==> src/rtl/adder_pipe_pkg.sv <==
// Shared types and helpers for the adder pipeline flow-control wrapper.
// Holds default geometry, the controller state encoding and saturating arithmetic.
package adder_pipe_pkg;

    localparam int WORD_WIDTH_DEF = 4;
    localparam int LAYERS_DEF     = 3;

    typedef enum logic {
        RUN   = 1'b0,
        FLUSH = 1'b1
    } ctrl_state_t;

    // Adds b to a and clamps the result to the largest w-bit value (w < 32).
    function automatic logic [31:0] sat_add(input logic [31:0] a,
                                            input logic [31:0] b,
                                            input int unsigned w);
        logic [32:0] s;
        logic [32:0] m;
        m = (33'd1 << w) - 33'd1;
        s = {1'b0, a} + {1'b0, b};
        return (s > m) ? m[31:0] : s[31:0];
    endfunction

endpackage

==> src/rtl/pipe_stall_chain.sv <==
// Combinational advance/hold chain: a layer may move when it is empty or
// when the layer after it moves; the last layer moves when downstream is ready.
module pipe_stall_chain
    import adder_pipe_pkg::*;
#(
    parameter int LAYERS = LAYERS_DEF
) (
    input  logic [LAYERS-1:0] occ,
    input  logic              out_ready,
    output logic [LAYERS-1:0] adv,
    output logic [LAYERS-1:0] pipe_hold
);

    logic w_carry;

    // Ripple from the output end back to the input end.
    always_comb begin
        adv     = '0;
        w_carry = out_ready;
        for (int i = LAYERS - 1; i >= 0; i--) begin
            w_carry = ~occ[i] | w_carry;
            adv[i]  = w_carry;
        end
    end

    assign pipe_hold = ~adv;

endmodule

==> src/rtl/adder_pipeline_ctrl.sv <==
// Valid/ready flow control and alarm recovery around the parity-protected
// cascaded adder pipeline: tracks per-layer tokens and scrubs on alarm or reset.
module adder_pipeline_ctrl
    import adder_pipe_pkg::*;
#(
    parameter int WORD_WIDTH = WORD_WIDTH_DEF,
    parameter int LAYERS     = LAYERS_DEF,
    parameter int ERR_CNT_W  = 8
) (
    input  logic                  clk,
    input  logic                  rst_n,
    input  logic                  in_valid,
    output logic                  in_ready,
    input  logic [WORD_WIDTH-1:0] in_data,
    output logic                  out_valid,
    input  logic                  out_ready,
    output logic [WORD_WIDTH-1:0] out_data,
    output logic [WORD_WIDTH-1:0] pipe_input_vector,
    output logic [LAYERS-1:0]     pipe_hold,
    input  logic [WORD_WIDTH-1:0] pipe_sum,
    input  logic                  pipe_alarm,
    output logic                  err_flag,
    output logic [ERR_CNT_W-1:0]  err_cnt,
    output logic [ERR_CNT_W-1:0]  drop_cnt
);

    localparam int FCNT_W = $clog2(LAYERS + 1);
    localparam logic [FCNT_W-1:0] FLUSH_LEN = FCNT_W'(LAYERS);

    ctrl_state_t           r_state;
    logic [FCNT_W-1:0]     r_flush_cnt;
    logic [LAYERS-1:0]     r_occ;
    logic                  r_err_flag;
    logic [ERR_CNT_W-1:0]  r_err_cnt;
    logic [ERR_CNT_W-1:0]  r_drop_cnt;

    logic [LAYERS-1:0]     w_adv;
    logic [LAYERS-1:0]     w_hold;
    logic                  w_run;
    logic                  w_in_hs;

    pipe_stall_chain #(
        .LAYERS(LAYERS)
    ) u_stall (
        .occ      (r_occ),
        .out_ready(out_ready),
        .adv      (w_adv),
        .pipe_hold(w_hold)
    );

    assign w_run             = (r_state == RUN);
    assign in_ready          = w_run & w_adv[0];
    // The alarm masks the output combinationally so a corrupt word never hands off.
    assign out_valid         = w_run & r_occ[LAYERS-1] & ~pipe_alarm;
    assign pipe_hold         = w_run ? w_hold : '0;
    assign w_in_hs           = in_valid & in_ready;
    assign pipe_input_vector = in_data;
    assign out_data          = pipe_sum;
    assign err_flag          = r_err_flag;
    assign err_cnt           = r_err_cnt;
    assign drop_cnt          = r_drop_cnt;

    always_ff @(posedge clk or negedge rst_n) begin
        if (!rst_n) begin
            r_state     <= FLUSH;
            r_flush_cnt <= FLUSH_LEN;
            r_occ       <= '0;
            r_err_flag  <= 1'b0;
            r_err_cnt   <= '0;
            r_drop_cnt  <= '0;
        end else begin
            case (r_state)
                RUN: begin
                    if (pipe_alarm) begin
                        r_state     <= FLUSH;
                        r_flush_cnt <= FLUSH_LEN;
                        r_occ       <= '0;
                        r_err_flag  <= 1'b1;
                        r_err_cnt   <= ERR_CNT_W'(sat_add(32'(r_err_cnt), 32'd1, ERR_CNT_W));
                        // Every in-flight token plus a word accepted this very cycle is lost.
                        r_drop_cnt  <= ERR_CNT_W'(sat_add(32'(r_drop_cnt),
                                                          32'($countones(r_occ)) + 32'(w_in_hs),
                                                          ERR_CNT_W));
                    end else begin
                        if (w_adv[0]) begin
                            r_occ[0] <= w_in_hs;
                        end
                        for (int i = 1; i < LAYERS; i++) begin
                            if (w_adv[i]) begin
                                r_occ[i] <= r_occ[i-1];
                            end
                        end
                    end
                end
                FLUSH: begin
                    if (r_flush_cnt <= FCNT_W'(1)) begin
                        r_state <= RUN;
                    end else begin
                        r_flush_cnt <= r_flush_cnt - 1'b1;
                    end
                end
                default: begin
                    r_state     <= FLUSH;
                    r_flush_cnt <= FLUSH_LEN;
                end
            endcase
        end
    end

endmodule
==> config.mk <==
export PLATFORM = sky130hd
export DESIGN_NAME = adder_pipeline_ctrl
export DESIGN_NICKNAME = d
export VERILOG_FILES = /design/src/rtl/adder_pipe_pkg.sv /design/src/rtl/pipe_stall_chain.sv /design/src/rtl/adder_pipeline_ctrl.sv
export SDC_FILE = /design/constraint.sdc
export NUM_CORES = 1
export LEC_CHECK = 0
export ABC_AREA = 1
export CORE_UTILIZATION = 51
export DETAILED_ROUTE_END_ITERATION = 10
export GPL_TIMING_DRIVEN = 1
export PLACE_DENSITY = 0.9
export SYNTH_ARGS = -nofsm -noshare
export SYNTH_HDL_FRONTEND = slang
export SYNTH_SLANG_ARGS = --single-unit
==> constraint.sdc <==
create_clock -name clk -period 4.4 [get_ports clk]
set_clock_uncertainty 0.1 [all_clocks]
set_input_delay 0.88 -clock clk [delete_from_list [all_inputs] [get_ports clk]]
set_output_delay 0.88 -clock clk [all_outputs]
set_load 0.02 [all_outputs]
==> results.ini, run 1 <==
[placement]
io_buffers = 26
dp_cells = 243
dpl.hpwl_um = 2050
routabilityCongestion = 0.820

[sta]
timing.final.crit_period_ns = 3.49
relSlewSlack = 0.314
setup_viol = 0
setup-tns-final_ns = 0
fin_crit_sh = 0.793
tightest_slew_ns = 1.03
max_freq_mhz = 286
final_hold_viol_count = 0
final_max_slew_viol_count = 0
rsz0062_at_grt = false

[setup_path]
cp-end-kind = primary output
cp-start-kind = input port
setup.worst_path.class = in -> out
crit_arrival_ns = 2.51
cp.required_ns = 3.42
cp_max_fo = 3

[synthesis]
ys_types = 28
syn_area_um2 = 1470
synth_warnings = 0
yosysSeqAreaShare = 0.395
synth_most_common_cell = nand2_1
ys_async_sr_fraction = 1.00
synth_top_family_by_area = simple AND/OR/NAND/NOR gates
synth.mux.area_fraction = 0
synthTopCellsByArea = dfrtp_1 (34%), nand2_1 (12%), inv_1 (7.2%)
synth_top_area_frac = 0.342
ys_ff_latch = 23
synth_xor_area_frac = 0.0239
ys_dominant_reg_cell = dfrtp_1
synth_largest_area_cell = dfrtp_1
syn-instance-count = 197
synth_edf_count = 0
synth_common_cells = nand2_1 (46), inv_1 (28), nor2_1 (27), dfrtp_1 (20), nand3_1 (13)
synth_nets = 216
synthAdderAreaFrac = 0.0666
synth-simple-area-share = 0.295
synth_compound_area_frac = 0.0863
syn_avg_cell_area_um2 = 7.44

[routing]
route.vias.total = 1252
route.detailed.drc = 0
ant_nets = 0
vias_per_cell = 5.07
finalWirelength_um = 2720
post_drt_wl_per_cell_um = 11.0
dr.pass1.iters = 4
drt_iter0_drc = 46

[grt]
track_usage = 0.188
overflow = 0
use_met1 = 0.265
globalRouteMet3Util = 0.0326
busiest_layer = met2
grt_max_degree = 24
grt_pass1_vias = 1095
grt_pass1_wl_um = 4670
antenna_found_initial = 0
grt.met2_usage = 0.294

[clock_network]
h-tree-depth = 1
postCtsSetupBuffers = 0
clock_sinks = 23
insertion_delay_ns = 0.31
cts_resized = 0
clockRootBuffer = clkbuf_4
cts_tree = yes
clk_pin_slew_ns = 0.12
clk_path_buf_depth = 2
numCtsBuffers = 3
ctsHoldBuffers = 0

[job]
max_cap_violations = 0

[power_and_ir_drop]
p_seq_frac = 0.346
switching_power_uw = 573
pwr-share-clk = 0.081
leakagePower_nw = 0.840
swShare = 0.475
vdd.ir_drop.worst_uv = 422
power_density_nw_per_um2 = 704
power_frac_comb = 0.573
p_int_uw = 635

[floorplan]
die_area_um2 = 3090
die_x_um = 55.6
io_pins = 43
core_area_um2 = 2730
rows = 19
die_h_um = 55.6
start_util = 0.536

[finish]
area_growth_pct = 17.1
nNetsFinal = 236
nFillCells = 243
drive_gt1_frac = 0.0880
n_antenna_cell = 0
finalNonFillerCells = 247

[hold_path]
hp-class = reg -> reg

[run_status]
run_status = finished, final reports clean

[through the flow]
| step | utilization | setup WS [ns] | hold WS [ns] | area (um^2) | total power, mW |
|---|---|---|---|---|---|
| floorplan | - | 1.45 | 0.362 | 1470 | 0.891 |
| global placement | 0.618 | 0.956 | 0.361 | 1690 | 1.10 |
| detailed placement | 0.618 | 0.881 | 0.363 | 1690 | 1.11 |
| CTS | 0.627 | 0.938 | 0.393 | 1720 | 1.22 |
| global route | 0.627 | 0.768 | 0.408 | 1720 | 1.32 |
| finish | 0.627 | 0.909 | 0.392 | 1720 | 1.21 |
[final timing paths]
check | startpoint | endpoint | slack (ns) | cells after the start
min in group asynchronous | rst_n | err_cnt[6] | 1.02 | 1
max in group asynchronous | rst_n | drop_cnt[5] | 2.57 | 1
setup / recovery | out_ready | pipe_hold[0] | 0.91 | 9
hold reg to reg | err_flag | err_flag | 0.39 | 1
hold / removal | err_flag | err_flag | 0.39 | 1
setup reg to reg | r_occ[2] | drop_cnt[7] | 1.78 | 15
[sequential cells by signal, summed over array words and instances (netlist names)]
register and flops:
err_cnt 8, r_occ 3, r_state 1, r_flush_cnt 2, drop_cnt 8, err_flag 1
[power groups by stage]
| stage | combinational (mW) | clock, mW | sequential (mW) |
|---|---|---|---|
| after floorplan | 0.424 | 0 | 0.467 |
| after global placement | 0.679 | 0 | 0.419 |
| after detailed placement | 0.692 | 0 | 0.422 |
| after CTS | 0.695 | 0.103 | 0.418 |
| after global routing | 0.775 | 0.112 | 0.436 |
| final | 0.692 | 0.0978 | 0.418 |
[final cells by class]
class,count,area (um^2),share of cell area
clock buffers,4,26.3,0.0153
flip-flops and latches,23,579,0.338
inverters,32,120,0.0700
multi-input cells,131,691,0.403
well taps,31,38.8,0.0226
repair buffers,26,260,0.152
[kinds of logic (layout without fill, tap and decap cells)]
| logic type | Yosys count | in the layout |
|---|---|---|
| buffers and inverters | 43 | 62 |
| AOI/OAI and AO/OA | 22 | 22 |
| adders and majority gates | 6 | 6 |
| and+or+nand+nor | 99 | 99 |
| DFF | 23 | 23 |
| xor gates and xnor gates | 4 | 4 |
[layout by cell type, fill, tap and decap left out, drive strengths merged, types with 3 or more instances in the layout]
master         count
nand2             49
inv               32
nor2              30
clkdlybuf4s50     26
dfrtp             20
nand3             13
o21ai             10
a21oi              5
xor2               4
clkbuf             4
fa                 3
ha                 3
dfstp              3
[per-layer routing]
layer / wire length, um / up-vias
li1: - / 647
met4: 29 / 0
met3: 126 / 4
met1: 1310 / 572
met2: 1250 / 29
met5: 0 / -
[critical path: stages]
cell,delay (ns)
clkdlybuf4s50_1,0.39
inv_1,0.07
nand2_1,0.06
nor2_1,0.17
inv_1,0.08
nor2_1,0.09
inv_1,0.06
nor2_1,0.10
clkdlybuf4s50_1,0.62
Note: power is estimated with default switching activity, not from simulation.
==> run 2: changes to the inputs <==
Settings changed: CORE_UTILIZATION 51 to 42, PLACE_DENSITY 0.9 to 0.8.
Clock period 4.4 ns to 3 ns, I/O delays scaled along.
==> run 2 against run 1 <==
Against the previous run: register-to-register slack worse by 1.3 ns; non-clock buffer count is 8 higher; design area is 5.5% higher; clock-buffer cell count is 1 lower; critical path type unchanged; largest cell class unchanged.
==> results.ini, run 2 (same netlist as run 1, synthesis figures left out) <==
[grt]
grt_max_degree = 24  ; unchanged
track_usage = 0.189  ; was 0.188
grt_pass1_wl_um = 5170  ; was 4670 um
antenna_found_initial = 0  ; unchanged
overflow = 0  ; unchanged
grt_pass1_vias = 1224  ; was 1095

[placement]
io_buffers = 26  ; unchanged
dpl.hpwl_um = 2320  ; was 2050 um
placed_area_um2 = 1770  ; was 1690 um^2
dp_slack_ns = -0.266  ; was 0.881 ns
dp_cells = 266  ; was 243
routabilityCongestion = 0.866  ; was 0.820

[routing]
drt_iter0_drc = 64  ; was 46
vias_per_cell = 4.87  ; was 5.07
route.vias.total = 1315  ; was 1252
dr.pass1.iters = 6  ; was 4
post_drt_wl_per_cell_um = 11.5  ; was 11.0 um
ant_nets = 0  ; unchanged
route.detailed.drc = 0  ; unchanged
finalWirelength_um = 3100  ; was 2720 um

[job]
max_cap_violations = 0  ; unchanged

[setup_path]
cp_max_fo = 2  ; was 3
setup.worst_path.class = in -> out  ; unchanged
crit_arrival_ns = 2.10  ; was 2.51 ns
cp.required_ns = 2.30  ; was 3.42 ns
cp-end-kind = primary output  ; unchanged
cp-start-kind = input port  ; unchanged

[clock_network]
clockRootBuffer = clkbuf_4  ; unchanged
clk_pin_slew_ns = 0.14  ; was 0.12 ns
clock_sinks = 23  ; unchanged
h-tree-depth = 1  ; unchanged
numCtsBuffers = 3  ; unchanged
insertion_delay_ns = 0.32  ; was 0.31 ns
postCtsSetupBuffers = 0  ; unchanged
clk_path_buf_depth = 2  ; unchanged
cts_tree = yes  ; unchanged

[floorplan]
core_area_um2 = 3340  ; was 2730 um^2
start_util = 0.439  ; was 0.536
die_x_um = 61.1  ; was 55.6 um
die_area_um2 = 3730  ; was 3090 um^2
die_h_um = 61.1  ; was 55.6 um
rows = 21  ; was 19
io_pins = 43  ; unchanged

[finish]
n_antenna_cell = 0  ; unchanged
layout_commonest_cell = nand2_1  ; unchanged
nNetsFinal = 244  ; was 236
drive_gt1_frac = 0.147  ; was 0.0880
postLayoutCellArea_um2 = 1810  ; was 1720 um^2
finalNonFillerCells = 270  ; was 247
mostFrequentLayoutCells = nand2_1 (45), inv_1 (28), nor2_1 (26), clkdlybuf4s50_1 (24), dfrtp_1 (20)  ; was nand2_1 (46), inv_1 (28), nor2_1 (27), clkdlybuf4s50_1 (26), dfrtp_1 (20)
area_growth_pct = 23.6  ; was 17.1%

[power_and_ir_drop]
power_density_nw_per_um2 = 1010  ; was 704 nW/um^2
vdd.ir_drop.worst_uv = 499  ; was 422 uV
leakagePower_nw = 0.893  ; was 0.840 nW
power_mw = 1.83  ; was 1.21 mW

[sta]
setup_viol = 0  ; unchanged
setup-tns-final_ns = 0  ; unchanged
final_hold_viol_count = 0  ; unchanged
rsz0062_at_grt = false  ; unchanged
fin_crit_sh = 0.935
max_freq_mhz = 357
final_max_slew_viol_count = 0  ; unchanged
worst_slack_ns = 0.196  ; was 0.909 ns
relSlewSlack = 0.783  ; was 0.314
timing.final.crit_period_ns = 2.80
tightest_slew_ns = 0.325  ; was 1.03 ns

[run_status]
run_status = finished, final reports clean  ; unchanged

[hold_path]
hp-class = reg -> reg  ; unchanged

-- run 2: changes by cell type in the layout (fill, tap and decap cells not counted), sizes merged --
| cell | delta |
|---|---|
| buf | +8 |
| clkbuf | -1 |
| clkdlybuf4s50 | -2 |
| clkinv | +1 |
| dlygate4sd2 | +1 |
| dlymetal6s2s | +1 |
-- run 2: area by class of cell --
class / instances / area [um^2]
inverter: 32 / 120
clock inverter: 1 / 5.00
fill: 325 / 1530
multi-input combinational: 131 / 704
sequential: 23 / 579
tap: 46 / 57.6
timing repair buffer: 34 / 322
clock buffer: 3 / 22.5
-- run 2: path summary, 6_finish.rpt --
check / startpoint / to / slack [ns] / depth (start not counted)
worst min-delay path: r_flush_cnt[1] / r_flush_cnt[1] / 0.39 / 2
max in group asynchronous: rst_n / r_flush_cnt[1] / 2.02 / 2
worst max register to register: r_occ[2] / drop_cnt[7] / 0.49 / 15
worst min register to register: r_flush_cnt[1] / r_flush_cnt[1] / 0.39 / 2
min in group asynchronous: rst_n / err_cnt[7] / 0.50 / 2
worst max-delay path: out_ready / pipe_hold[1] / 0.20 / 8
-- run 2: metrics by stage --
stage / hold slack, ns / utilization
final: 0.393 / 0.543
after global placement: 0.364 / 0.530
after detailed placement: 0.364 / 0.530
after floorplan: 0.204 / -
after CTS: 0.393 / 0.538
after global routing: 0.431 / 0.543
-- run 2: critical path, stage by stage --
cell             delay, ns
clkdlybuf4s50_1       0.39
inv_1                 0.07
nand2_1               0.07
nor2_2                0.10
inv_1                 0.06
buf_4                 0.12
nor2_1                0.08
clkdlybuf4s50_1       0.60
-- run 2: power breakdown --
group / internal [mW] / switching, mW / total, mW
Sequential: 0.452 / 0.167 / 0.618
Clock: 0.0499 / 0.0976 / 0.148
Combinational: 0.453 / 0.611 / 1.06
Total: 0.955 / 0.875 / 1.83
-- run 2: layer usage --
layer  share of wire  vias to the layer above  GRT usage  wire length (um)
met5               0                        -          0                 0
met1            0.45                      626      0.249              1410
li1                -                      659          -                 -
met2            0.49                       24      0.309              1530
met3           0.030                        6     0.0189                94
met4           0.020                        0     0.0974                62
-- run 2: what timing repair did --
action | in CTS | in global routing
hold buffers | 0 | 0
resized for setup | 1 | 6
hold endpoints to repair | 0 | 0
endpoints found under the setup margin | 1 | 6
==> run 3: changes to the inputs <==
Settings changed: CTS_BUF_LIST set to sky130_fd_sc_hd__clkbuf_16.
==> run 3 against run 2 <==
Against the previous run: clock-buffer cell count is the same; sequential cell count is the same; clock power grew 98%; combinational power is essentially flat; first-iteration DRC count shrank 11%; critical path depth grew 7; critical endpoint is now drop_cnt[0]; highest routed layer unchanged.
==> results.ini, run 3 (same netlist as run 1, synthesis figures left out) <==
[clock_network]
cts_tree = yes  ; unchanged
clockRootBuffer = clkbuf_16  ; was clkbuf_4
h-tree-depth = 1  ; unchanged
clk_pin_slew_ns = 0.06  ; was 0.14 ns
clk_path_buf_depth = 2  ; unchanged
postCtsSetupBuffers = 0  ; unchanged
numCtsBuffers = 3  ; unchanged
insertion_delay_ns = 0.26  ; was 0.32 ns
clock_sinks = 23  ; unchanged

[finish]
nNetsFinal = 244  ; unchanged
postLayoutCellArea_um2 = 1860  ; was 1810 um^2
multi_input_area_um2 = 704  ; unchanged
layout_commonest_cell = nand2_1  ; unchanged
ff_latch_area_um2 = 579  ; unchanged
utilization = 0.558  ; was 0.543
area_growth_pct = 27.2  ; was 23.6%
drive_gt1_frac = 0.147  ; unchanged
nFillCells = 318  ; was 325
n_antenna_cell = 0  ; unchanged
mostFrequentLayoutCells = nand2_1 (45), inv_1 (28), nor2_1 (26), clkdlybuf4s50_1 (24), dfrtp_1 (20)  ; unchanged

[job]
max_cap_violations = 0  ; unchanged

[grt]
grt_max_degree = 24  ; unchanged
grt_pass1_vias = 1241  ; was 1224
overflow = 0  ; unchanged
antenna_found_initial = 0  ; unchanged
grt_pass1_wl_um = 5310  ; was 5170 um
track_usage = 0.194  ; was 0.189

[run_status]
run_status = finished, final reports clean  ; unchanged

[sta]
relSlewSlack = 0.782  ; was 0.783
max_freq_mhz = 350  ; was 357 MHz
timing.final.crit_period_ns = 2.85  ; was 2.80 ns
tightest_slew_ns = 0.326  ; was 0.325 ns
fin_crit_sh = 0.951  ; was 0.935
final_max_slew_viol_count = 0  ; unchanged
setup_viol = 0  ; unchanged
final_hold_viol_count = 0  ; unchanged
rsz0062_at_grt = true  ; was false

[power_and_ir_drop]
power_density_nw_per_um2 = 1070  ; was 1010 nW/um^2
power_mw = 1.99  ; was 1.83 mW
leakagePower_nw = 0.917  ; was 0.893 nW
vdd.ir_drop.worst_uv = 491  ; was 499 uV

[setup_path]
cp-start-kind = input port  ; unchanged
setup.worst_path.class = in -> reg  ; was in -> out
cp-end-kind = flip-flop  ; was primary output
crit_path_cell_trace = clkdlybuf4s50_1 > inv_1 > nand2_1 > nor2_2 > inv_1 > nor2_1 > inv_1 > nand2_1 > nor2_1 > fa_2 > fa_2 > nand2_2 > nor2_1 > nand3_1 > o21ai_0  ; was clkdlybuf4s50_1 > inv_1 > nand2_1 > nor2_2 > inv_1 > buf_4 > nor2_1 > clkdlybuf4s50_1
slowest_delay_ns = 0.39  ; was 0.60 ns
slowest_stage = clkdlybuf4s50_1  ; unchanged
cp.required_ns = 3.02  ; was 2.30 ns
crit_arrival_ns = 2.87  ; was 2.10 ns
cp_max_fo = 6  ; was 2

[floorplan]
core_area_um2 = 3340  ; unchanged
die_area_um2 = 3730  ; unchanged
die_x_um = 61.1  ; unchanged
die_h_um = 61.1  ; unchanged
start_util = 0.439  ; unchanged
io_pins = 43  ; unchanged
rows = 21  ; unchanged

[placement]
placed_area_um2 = 1770  ; unchanged
routabilityCongestion = 0.866  ; unchanged
io_buffers = 26  ; unchanged
dpl.hpwl_um = 2320  ; unchanged

[routing]
route.vias.total = 1358  ; was 1315
drt_iter0_drc = 57  ; was 64
post_drt_wl_per_cell_um = 11.9  ; was 11.5 um
finalWirelength_um = 3210  ; was 3100 um
vias_per_cell = 5.03  ; was 4.87
dr.pass1.iters = 6  ; unchanged
route.detailed.drc = 0  ; unchanged
ant_nets = 0  ; unchanged

[hold_path]
hp-class = reg -> reg  ; unchanged

## run 3: cell type report
cell class | instances | area share
Sequential cell | 23 | 0.311
Tap cell | 46 | 0.0309
Clock buffer | 3 | 0.0403
Inverter | 32 | 0.0645
Clock inverter | 1 | 0.00269
Timing Repair Buffer | 34 | 0.173
Multi-Input combinational cell | 131 | 0.378
## run 3: through the flow
stage          setup TNS, ns  std cells  hold WS [ns]  setup WS, ns
2_1_floorplan              0        197         0.204         0.334
3_3_place_gp          -0.601        266         0.364        -0.117
3_5_place_dp           -1.75        266         0.364        -0.266
4_1_cts                    0        270         0.383       0.00562
5_1_grt             -0.00561        270         0.414      -0.00561
6_report                   0        270         0.381         0.147
## run 3: worst max-delay path, delay by kind of cell
family                   cells  cell delay, ns
AND/OR/NAND/NOR              8            0.79
AO/OA/AOI/OAI                1            0.15
adder cells (fa/ha/maj)      2            0.73
buffers and inverters        4            0.60
## run 3: report_power, final
group          leakage, nW  internal (mW)  total [mW]  switching (mW)
combinational        0.621          0.454        1.07           0.617
clock               0.0409          0.179       0.293           0.114
sequential           0.255          0.454       0.625           0.172
## run 3: repair_timing
item | CTS | global route
setup endpoints to repair | 1 | 9
hold buffers | 0 | 0
gates resized for setup | 1 | 7
hold endpoints to repair | 0 | 0
## run 3: path summary, 6_finish.rpt
check                          start              to  slack, ns  cells after the start
max                        out_ready     drop_cnt[0]       0.15                     15
max reg2reg                 r_occ[2]     drop_cnt[0]       0.50                     13
max in group asynchronous      rst_n  r_flush_cnt[1]       1.93                      2
min                         err_flag        err_flag       0.38                      1
min reg2reg                 err_flag        err_flag       0.38                      1
min in group asynchronous      rst_n      err_cnt[7]       0.59                      2
## run 3: per-layer routing
metal | GRT usage | vias to the layer above | wire, um
li1 | - | 663 | -
met1 | 0.251 | 630 | 1400
met2 | 0.331 | 51 | 1590
met3 | 0.0252 | 14 | 132
met4 | 0.0779 | 0 | 93
met5 | 0 | - | 0
